[config.mk]
export PLATFORM = sky130hd
export DESIGN_NAME = serial_compare
export DESIGN_NICKNAME = d
export VERILOG_FILES = /design/src/rtl/serial_compare.sv
export SDC_FILE = /design/constraint.sdc
export NUM_CORES = 1
export LEC_CHECK = 0
export BUFFER_PORTS_ARGS = -buffer_cell sky130_fd_sc_hd__buf_2
export CAP_MARGIN = 20
export CORE_MARGIN = 2
export CORE_UTILIZATION = 50
export CTS_BUF_LIST = sky130_fd_sc_hd__clkbuf_8
export DETAILED_ROUTE_END_ITERATION = 6
export GPL_ROUTABILITY_DRIVEN = 1
export PLACE_DENSITY = 0.77
export SETUP_SLACK_MARGIN = 0.15
export SKIP_CTS_REPAIR_TIMING = 1
export SLEW_MARGIN = 10
export SYNTH_ARGS = -nofsm -noshare
export SYNTH_HDL_FRONTEND = slang
export SYNTH_SLANG_ARGS = --single-unit
[constraint.sdc]
create_clock -name clk -period 2.3 [get_ports clk]
set_input_delay 0.345 -clock clk [delete_from_list [all_inputs] [get_ports clk]]
set_output_delay 0.345 -clock clk [all_outputs]
set_load 0.01 [all_outputs]
[src/rtl/serial_compare.sv]
// rtl/serial_compare.sv - nibble-serial magnitude comparator with 74HC85-style cascade inputs
// One 4-bit slice is compared per clock, most significant slice first.
module serial_compare #(
  parameter int WIDTH      = 16,
  parameter int EARLY_EXIT = 1
) (
  input  logic             clk,
  input  logic             rst_n,
  input  logic             start,
  input  logic [WIDTH-1:0] a,
  input  logic [WIDTH-1:0] b,
  input  logic             signed_mode,
  input  logic             igt,
  input  logic             ilt,
  input  logic             ieq,
  output logic             busy,
  output logic             done,
  output logic             fgt,
  output logic             flt,
  output logic             feq
);

  localparam int N  = WIDTH / 4;
  localparam int IW = (N > 1) ? $clog2(N) : 1;

  localparam logic [1:0] S_IDLE = 2'd0;
  localparam logic [1:0] S_RUN  = 2'd1;
  localparam logic [1:0] S_DONE = 2'd2;

  logic [1:0]       state;
  logic [IW-1:0]    idx;
  logic [WIDTH-1:0] a_r;
  logic [WIDTH-1:0] b_r;
  logic             cgt;
  logic             clt;
  logic             ceq;
  logic             found;
  logic             hit_gt;

  logic [WIDTH-1:0] msb_mask;
  logic [3:0]       sa;
  logic [3:0]       sb;
  logic             diff;
  logic             last;
  logic             finish;
  logic             res_gt;
  logic             res_lt;
  logic             res_eq;

  // Flipping the sign bit maps two's-complement order onto unsigned order.
  assign msb_mask = {signed_mode, {(WIDTH-1){1'b0}}};

  assign sa     = a_r[{idx, 2'b00} +: 4];
  assign sb     = b_r[{idx, 2'b00} +: 4];
  assign diff   = (sa != sb);
  assign last   = (idx == '0);
  assign finish = (state == S_RUN) && (last || ((EARLY_EXIT != 0) && diff));

  // Result presented on the edge that enters DONE: a mismatch seen this cycle,
  // else the first mismatch remembered earlier, else the cascade inputs.
  always_comb begin
    res_gt = 1'b0;
    res_lt = 1'b0;
    res_eq = 1'b0;
    if (diff && !found) begin
      res_gt = (sa > sb);
      res_lt = (sa < sb);
    end else if (found) begin
      res_gt = hit_gt;
      res_lt = !hit_gt;
    end else begin
      res_gt = !ceq && !clt;
      res_lt = !ceq && !cgt;
      res_eq = ceq;
    end
  end

  always_ff @(posedge clk or negedge rst_n) begin
    if (!rst_n) begin
      state  <= S_IDLE;
      idx    <= '0;
      a_r    <= '0;
      b_r    <= '0;
      cgt    <= 1'b0;
      clt    <= 1'b0;
      ceq    <= 1'b0;
      found  <= 1'b0;
      hit_gt <= 1'b0;
      fgt    <= 1'b0;
      flt    <= 1'b0;
      feq    <= 1'b0;
    end else begin
      case (state)
        S_IDLE: begin
          if (start) begin
            a_r    <= a ^ msb_mask;
            b_r    <= b ^ msb_mask;
            cgt    <= igt;
            clt    <= ilt;
            ceq    <= ieq;
            idx    <= IW'(N - 1);
            found  <= 1'b0;
            hit_gt <= 1'b0;
            state  <= S_RUN;
          end
        end
        S_RUN: begin
          if (diff && !found) begin
            found  <= 1'b1;
            hit_gt <= (sa > sb);
          end
          if (finish) begin
            fgt   <= res_gt;
            flt   <= res_lt;
            feq   <= res_eq;
            state <= S_DONE;
          end else begin
            idx <= idx - 1'b1;
          end
        end
        S_DONE:  state <= S_IDLE;
        default: state <= S_IDLE;
      endcase
    end
  end

  assign busy = (state == S_RUN);
  assign done = (state == S_DONE);

endmodule

=== Word level (Yosys, flattened, before mapping) ===
Index checks and enable logic that the tools add are counted.

* Bits in registers: 44
* Input port bits: 39
* Output and inout port bits: 5
* Word-level logic and storage cells: 61

* Add/subtract/negate cells: 1
* Magnitude comparators: 2
* Equal/unequal tests: 7
* Shift operators: 2
* Muxes and demuxes: 17
* Bitwise operators: 2
* Reductions and logical operators: 18

{| class="wikitable"
|+ Operators with widths
! operator !! count
|-
| $shiftx 16x5->4 || 2
|-
| $xor 16x16->16 || 2
|-
| $mux 1 || 9
|-
| $mux 2 || 4
|-
| $pmux 2 s2 || 2
|-
| $reduce_and 2->1 || 3
|-
| $reduce_and 3->1 || 2
|-
| $logic_not 1->1 || 5
|-
| $gt 4x4->1 || 1
|-
| $logic_and 1x1->1 || 4
|-
| $logic_not 2->1 || 2
|-
| $lt 4x4->1 || 1
|-
| $ne 2x1->1 const B || 2
|-
| $ne 2x2->1 const B || 2
|-
| $ne 4x4->1 || 1
|-
| $pmux 1 s2 || 2
|-
| $eq 2x1->1 const B || 1
|-
| $eq 2x2->1 const B || 1
|-
| $reduce_bool 2->1 || 1
|-
| $sub 2x1->2 const B || 1
|-
| $logic_or 1x1->1 || 1
|}

=== Logic depth before layout (Yosys ltp) ===
Gate-level depths: netlist of run 1.

* Depth in word-level cells: 6
* Mapped depth: 9

=== Worst setup path after synthesis of run 1 ===
OpenSTA, ideal clock, no wires.

* Path kind: flip-flop to flip-flop
* Start point: reg idx[0]
* End point: reg flt
* Library setup time: 66 ps
* Arrival time: 2285 ps
* Required time: 2234 ps
* Setup slack: -52 ps
* Stages on the path, launching flop included: 8
* Path through: dfrtp_1 > buf_2 > mux4_2 > ha_1 > nor2b_1 > o211a_1 > a2111oi_2 > o32a_1

* Word-level cells in the longest chain between the ends: 5
* Elaborated cells on any way between the ends: 10
* Those cells by class: order compare (1); eq/ne (1); shift (2); mux (1); reduce/logical (5)

{| class="wikitable"
|+ RTL lines
! what !! RTL line !! text
|-
| from (decl) || 31 || <nowiki>logic [IW-1:0] idx;</nowiki>
|-
| from (signal assigned) || 101 || <nowiki>idx <= IW'(N - 1);</nowiki>
|-
| from (signal assigned) || 118 || <nowiki>idx <= idx - 1'b1;</nowiki>
|-
| branches (longest 5 deep; another with $lt 4x4->1) || n/a ||
|-
| to (signal assigned) || 114 || <nowiki>flt <= res_lt;</nowiki>
|-
| to (decl) || 19 || <nowiki>output logic flt,</nowiki>
|}

Parallel ways; which one is timed is not known.
A chain may end at the register's enable or synchronous reset.

=== Worst setup path in the final report of run 1 ===
* Start point: reg idx[0]
* End point: reg fgt

* Word-level cells in the longest chain between the ends: 5
* Elaborated cells on any way between the ends: 10
* Those cells by class: order compare (1); eq/ne (1); shift (2); mux (1); reduce/logical (5)

{| class="wikitable"
|+ RTL lines
! what !! RTL line !! text
|-
| branches (longest 5 deep; another with $gt 4x4->1) || n/a ||
|-
| to (signal assigned) || 113 || <nowiki>fgt <= res_gt;</nowiki>
|-
| to (decl) || 18 || <nowiki>output logic fgt,</nowiki>
|}

Parallel ways; which one is timed is not known.

==> results.yml, run 1 <==
grt:
  grt_usage_pct: 18.5
  grt-ovfl-total: 0
  grt_pass1_wl_um: 6190
  antenna_found_initial: 0
  grt_pass1_vias: 1345
  grt_max_degree: 45
logic_synthesis:
  synthTopCellsByArea: "dfrtp_1 (54%), mux2_2 (17%), mux4_2 (8.8%), ha_1 (3.1%), inv_1 (1.3%)"
  syn_area_um2: 2040
  ys.flop_type: "dfrtp_1"
  seq_area_frac_synth_pct: 54.1
  yosysMostFrequentCell: "dfrtp_1"
  ys_types: 33
  yosys_warnings: 0
  synth_area_per_cell_um2: 14.3
  syn_nets: 186
  synth_top_area_share_pct: 54.1
  yosys-top-cells-count: "dfrtp_1 (44), mux2_2 (31), mux4_2 (8)"
  ys_ff_latch: 44
  async_flop_share_pct: 100
  yosys.area.top_type: "dfrtp_1"
  synth_edf_count: 0
  syn_inst: 142
route:
  detail-route-antenna-nets: 0
  viasPerCell: 5.35
  routed_wirelength_um: 3960
  drt_drc_violations_left: 0
  via_count: 1301
  drt_first_pass_iters: 4
  avgRoutedWirePerCell_um: 16.3
  drtIter0Drc: 67
placement:
  place.gp.congestion: 0.861
  pre_cts_ws_ns: 0.0150
  dp_hpwl_um: 2830
  io_buffers: 43
  dpl_cell_area_um2: 2370
setup_path:
  start_kind: "flip-flop"
  crit_type: "reg -> reg"
  setup.worst_path.end_class: "flip-flop"
  path_max_fanout: 4
  required_ns: 2.46
  worst_ep_arrival_time_ns: 2.43
clock_tree:
  tritoncts.num_buffers: 5
  clk_pin_slew_ns: 0.08
  cts.sinks: 44
  clk_latency_ns: 0.30
  cts_tree: "yes"
  cts_root_buf: "clkbuf_8"
  clk_path_buf_depth: 2
  htree_levels: 2
final_layout:
  antennaDiodeCount: 0
  areaGrowthSynthToFinish_pct: 25.3
  nFillCells: 311
  fin_nets: 236
  final_area_um2: 2550
  regArea_um2: 1100
  drive_gt1_share_pct: 58.5
  multi_input_area_um2: 983
sta:
  relSlewSlack_pct: 37.4
  tns_ns: 0
  rsz0062_at_grt: "true"
  period_minus_slack_ns: 2.27
  finalHoldViolCount: 0
  tightest_slew_ns: 0.939
  drv_slew: 0
  fmax_mhz: 440
  setup_viol: 0
  fin_hold_ws_ns: 0.183
  finalCritPeriodShare_pct: 98.8
  setup_ws_ns: 0.0268
  clock_skew_ns: 0.00690
run_status:
  status: "complete, no violations"
flow_run:
  cap_violations: 0
pwr:
  combPwrFrac_pct: 53.2
  p_leak_uw: 0.00115
  p_sw_uw: 1450
  p_sw_share_pct: 34.8
  p_seq_share_pct: 33.3
  ir_drop_mv: 0.747
  p_int_uw: 2730
  power_per_cell_area_nw_per_um2: 1640
  p_clk_share_pct: 13.5
floorplanning:
  rows: 23
  fp.dieW_um: 67.8
  core_um2: 3970
  die_y_um: 67.8
  die_area_um2: 4600
  io_pins: 44
  initial_utilization_pct: 51.3
worst_hold_path:
  hold_path.class: "in -> async"
-- routing by layer --
layer  wire (µm)  up-vias  part of all wire, %  track usage [%]
li1            -      616                    -                -
met1        1670      647                   42             22.9
met2        2080       33                   52             31.7
met3         170        5                  4.3             5.10
met4          39        0                 0.99             6.00
met5           0        -                    0                0
-- logic make-up (layout without fill, tap and decap cells) --
kind of cell             after synthesis  after routing  synth area share, %
flip-flops                            44             44                 54.1
multiplexers                          41             41                 27.1
AND/OR/NAND/NOR                       21             21                 6.26
AO/OA/AOI/OAI                         15             15                 5.41
buffers and inverters                 14             65                 3.26
adder cells (fa/ha/maj)                5              5                 3.07
XOR/XNOR                               2              2                0.860
-- path summary, 6_finish.rpt --
path | start | end | slack [ns] | cells after the start
worst max-delay path | idx[0]$_DFFE_PN0P_ | fgt$_DFFE_PN0P_ | 0.03 | 8
worst min-delay path | rst_n | b_r[1]$_DFFE_PN0P_ | 0.18 | 1
worst max register to register | idx[0]$_DFFE_PN0P_ | fgt$_DFFE_PN0P_ | 0.03 | 8
worst min register to register | feq$_DFFE_PN0P_ | feq$_DFFE_PN0P_ | 0.48 | 2
max in group asynchronous | rst_n | a_r[3]$_DFFE_PN0P_ | 1.53 | 1
min in group clk | b[5] | b_r[5]$_DFFE_PN0P_ | 0.27 | 2
-- area by class of cell --
class	instances	area share (%)
clock buffer	5	2.70
clock inverter	3	1.52
inverter	8	1.18
multi-input combinational	84	38.5
sequential	44	43.1
tap	50	2.45
timing repair buffer	49	10.5
-- metrics by stage --
stage / std cells / util (%) / total power, µW
final: 243 / 64.3 / 4180
after global routing: 243 / 64.3 / 4470
after CTS: 240 / 62.4 / 3870
after detailed placement: 232 / 59.6 / 3290
after global placement: 232 / 59.6 / 3170
after floorplan: 142 / - / 2870
-- power by group through the flow --
stage | Combinational, µW | Sequential (µW) | Clock [µW]
2_1_floorplan | 1550 | 1320 | 0
3_3_place_gp | 1790 | 1380 | 0
3_5_place_dp | 1890 | 1400 | 0
4_1_cts | 1900 | 1390 | 575
5_1_grt | 2420 | 1440 | 609
6_report | 2230 | 1390 | 563
-- cells in the final DEF (no fill, tap or decap), types with 3 or more instances in the layout --
cell,count
a21oi_1,3
buf_2,43
buf_4,4
clkbuf_8,5
dfrtp_1,44
ha_4,4
inv_1,5
inv_2,4
mux2_2,31
mux4_2,8
nand2_1,3
nand3_1,3
nor2_1,4
-- worst max-delay path, cell delays in order, from the launching register on --
cell and delay [ns]:
dfrtp_1 0.38, buf_6 0.14, mux4_2 0.52, inv_2 0.10, ha_4 0.21, nor2b_4 0.12, o211a_4 0.26, a2111oi_4 0.24
o31ai_1 0.16
-- sequential cells by signal (all words and copies together), names as in the netlist --
register	flops
hit_gt	1
b_r	16
feq	1
clt	1
a_r	16
cgt	1
flt	1
fgt	1
state	2
ceq	1
idx	2
found	1
(Power assumes the default switching activity.)
==> inputs of run 2 (changes only) <==
- ABC_AREA: not set -> 1
- CORE_MARGIN: 2 -> 1.5
- CORE_UTILIZATION: 50 -> 51
- PLACE_DENSITY: 0.77 -> 0.78
==> run 2 against run 1 <==
Against the previous run: worst hold slack lost 0.17 ns; routed wire length rose by 16%; sequential power up 4%; design area fell by 1.8%; non-clock buffer count unchanged; first-iteration DRC count is 42% higher; sequential share of layout area grew 0.87 points; critical endpoint is now idx[1]$_DFFE_PN0P_; highest routed layer unchanged.
==> results.yml, run 2 <==
pwr:
  p_sw_share_pct: 44.8
  p_sw_uw: 1680
  p_seq_share_pct: 38.2
  power_per_cell_area_nw_per_um2: 1500
  p_int_uw: 2070
  ir_drop_mv: 0.710
  p_clk_share_pct: 11.7
  combPwrFrac_pct: 50.0
  p_leak_uw: 0.00135
final_layout:
  layout_commonest_cell: "nand2_1"
  most-common-layout-cells: "nand2_1 (131), buf_2 (44), dfrtp_1 (42)"
  drive_gt1_share_pct: 23.6
  multi_input_area_um2: 935
  antennaDiodeCount: 0
  regArea_um2: 1100
  finish.utilization_pct: 61.8
  areaGrowthSynthToFinish_pct: 15.1
  nFillCells: 373
  largest_registers: "a_r (16), b_r (16)"
  fin_nets: 357
clock_tree:
  clk_pin_slew_ns: 0.08
  clk_latency_ns: 0.29
  tritoncts.num_buffers: 5
  cts.sinks: 44
  htree_levels: 2
  clk_path_buf_depth: 2
  cts_root_buf: "clkbuf_8"
  cts_tree: "yes"
logic_synthesis:
  synth_edf_count: 0
  seq_area_frac_synth_pct: 50.5
  synth_area_per_cell_um2: 8.19
  syn_nets: 310
  ys.flop_type: "dfrtp_1"
  syn_area_um2: 2180
  syn_inst: 266
  ys_ff_latch: 44
  yosysMostFrequentCell: "nand2_1"
  yosys_warnings: 0
  ys_types: 27
  async_flop_share_pct: 100
  yosys-top-cells-count: "nand2_1 (133), dfrtp_1 (44), o21ai_0 (14)"
  synthTopCellsByArea: "dfrtp_1 (51%), nand2_1 (23%), o21ai_0 (3.2%), ha_1 (2.9%), a32o_1 (1.8%)"
  yosys.area.top_type: "dfrtp_1"
  synth_top_area_share_pct: 50.5
setup_path:
  start_kind: "flip-flop"
  setup.worst_path.end_class: "flip-flop"
  startpoint: "idx[0]$_DFFE_PN0P_"
  path_max_fanout: 8
  required_ns: 2.48
  worst_ep_arrival_time_ns: 2.20
  r2r-start: "idx[0]$_DFFE_PN0P_"
  crit_type: "reg -> reg"
grt:
  grt_pass1_wl_um: 7350
  grt_pass1_vias: 1696
  grt_max_degree: 39
  grt_usage_pct: 21.7
  antenna_found_initial: 0
  grt-ovfl-total: 0
route:
  avgRoutedWirePerCell_um: 12.6
  drtIter0Drc: 95
  routed_wirelength_um: 4580
  drt_first_pass_iters: 5
  detail-route-antenna-nets: 0
  drt_drc_violations_left: 0
  viasPerCell: 5.10
  via_count: 1852
sta:
  fmax_mhz: 495
  setup_ws_ns: 0.281
  finalHoldViolCount: 0
  tns_ns: 0
  rsz0062_at_grt: "false"
  drv_slew: 0
  tightest_slew_ns: 0.523
  clock_skew_ns: 0.00954
  setup_viol: 0
  relSlewSlack_pct: 65.1
  period_minus_slack_ns: 2.02
  finalCritPeriodShare_pct: 87.8
floorplanning:
  die_area_um2: 4670
  initial_utilization_pct: 53.7
  rows: 23
  io_pins: 44
  fp.dieW_um: 68.4
  die_y_um: 68.4
  core_um2: 4060
worst_hold_path:
  hold_path.class: "in -> async"
flow_run:
  cap_violations: 0
placement:
  pre_cts_ws_ns: 0.182
  dp_hpwl_um: 3160
  io_buffers: 43
  place.gp.congestion: 0.818
run_status:
  status: "complete, no violations"
[run 2: cell count changes after synthesis, sizes merged, moves of 2 or more]
cell and delta:
a21oi +5, a32o +4, buf +6, inv +4, mux2 -33, mux4 -8
nand2 +133, nand3 +4, nor2 +8, nor2b -2, nor3b -2, o21ai +12
o22ai +5
[run 2: area by class of cell]
class | instances | area share, %
clock buffer | 5 | 2.74
clock inverter | 2 | 0.349
inverter | 12 | 2.15
multi-input combinational | 199 | 37.3
sequential | 44 | 44.0
tap | 50 | 2.50
timing repair buffer | 49 | 10.4
timing repair inverter | 2 | 0.549
[run 2: logic make-up (layout without fill, tap and decap cells)]
kind of cell	Yosys count	in the layout	synth area share (%)
xor gates and xnor gates	2	2	0.804
buffers and inverters	23	70	6.95
AOI/OAI and AO/OA	34	34	9.65
and+or+nand+nor	158	158	29.2
adders and majority gates	5	5	2.87
DFF	44	44	50.5
[run 2: metal layers]
layer / vias up / wire length [µm] / track usage (%)
met5: - / 0 / 0
met4: 0 / 51 / 8.00
met3: 5 / 241 / 3.95
met2: 58 / 2150 / 35.1
met1: 846 / 2140 / 29.1
li1: 943 / - / -
[run 2: power by group through the flow]
stage / sequential [µW] / combinational, µW / clock, µW
floorplan: 1320 / 1470 / 0
global route: 1470 / 2160 / 483
global placement: 1410 / 1670 / 0
CTS: 1400 / 1740 / 450
finish: 1440 / 1880 / 439
detailed placement: 1410 / 1720 / 0
[run 2: stage by stage]
| stage | total power, µW | hold slack (ns) | instances | cell area [µm²] |
|---|---|---|---|---|
| 2_1_floorplan | 2800 | 0.0494 | 266 | 2180 |
| 3_3_place_gp | 3080 | 0.332 | 351 | 2370 |
| 3_5_place_dp | 3130 | 0.345 | 351 | 2370 |
| 4_1_cts | 3580 | 0.0311 | 358 | 2450 |
| 5_1_grt | 4120 | 0.0387 | 363 | 2510 |
| 6_report | 3750 | 0.0153 | 363 | 2510 |
[run 2: worst paths after layout]
kind | to | slack, ns | depth (start not counted)
worst min-delay path | fgt$_DFFE_PN0P_ | 0.02 | 1
worst max register to register | idx[1]$_DFFE_PN0P_ | 0.28 | 10
worst max-delay path | idx[1]$_DFFE_PN0P_ | 0.28 | 10
max in group asynchronous | idx[1]$_DFFE_PN0P_ | 1.58 | 2
min in group clk | b_r[8]$_DFFE_PN0P_ | 0.24 | 3
worst min register to register | fgt$_DFFE_PN0P_ | 0.48 | 2
[run 2: critical path, stage by stage, from the launching register on]
cell and delay [ns]:
dfrtp_2 0.51, buf_2 0.19, o21ai_0 0.16, o22ai_1 0.11, ha_1 0.32, nand2_2 0.09, nor2_4 0.20, nand3_2 0.09
nand2_2 0.10, nand2_1 0.05, o21ai_0 0.10
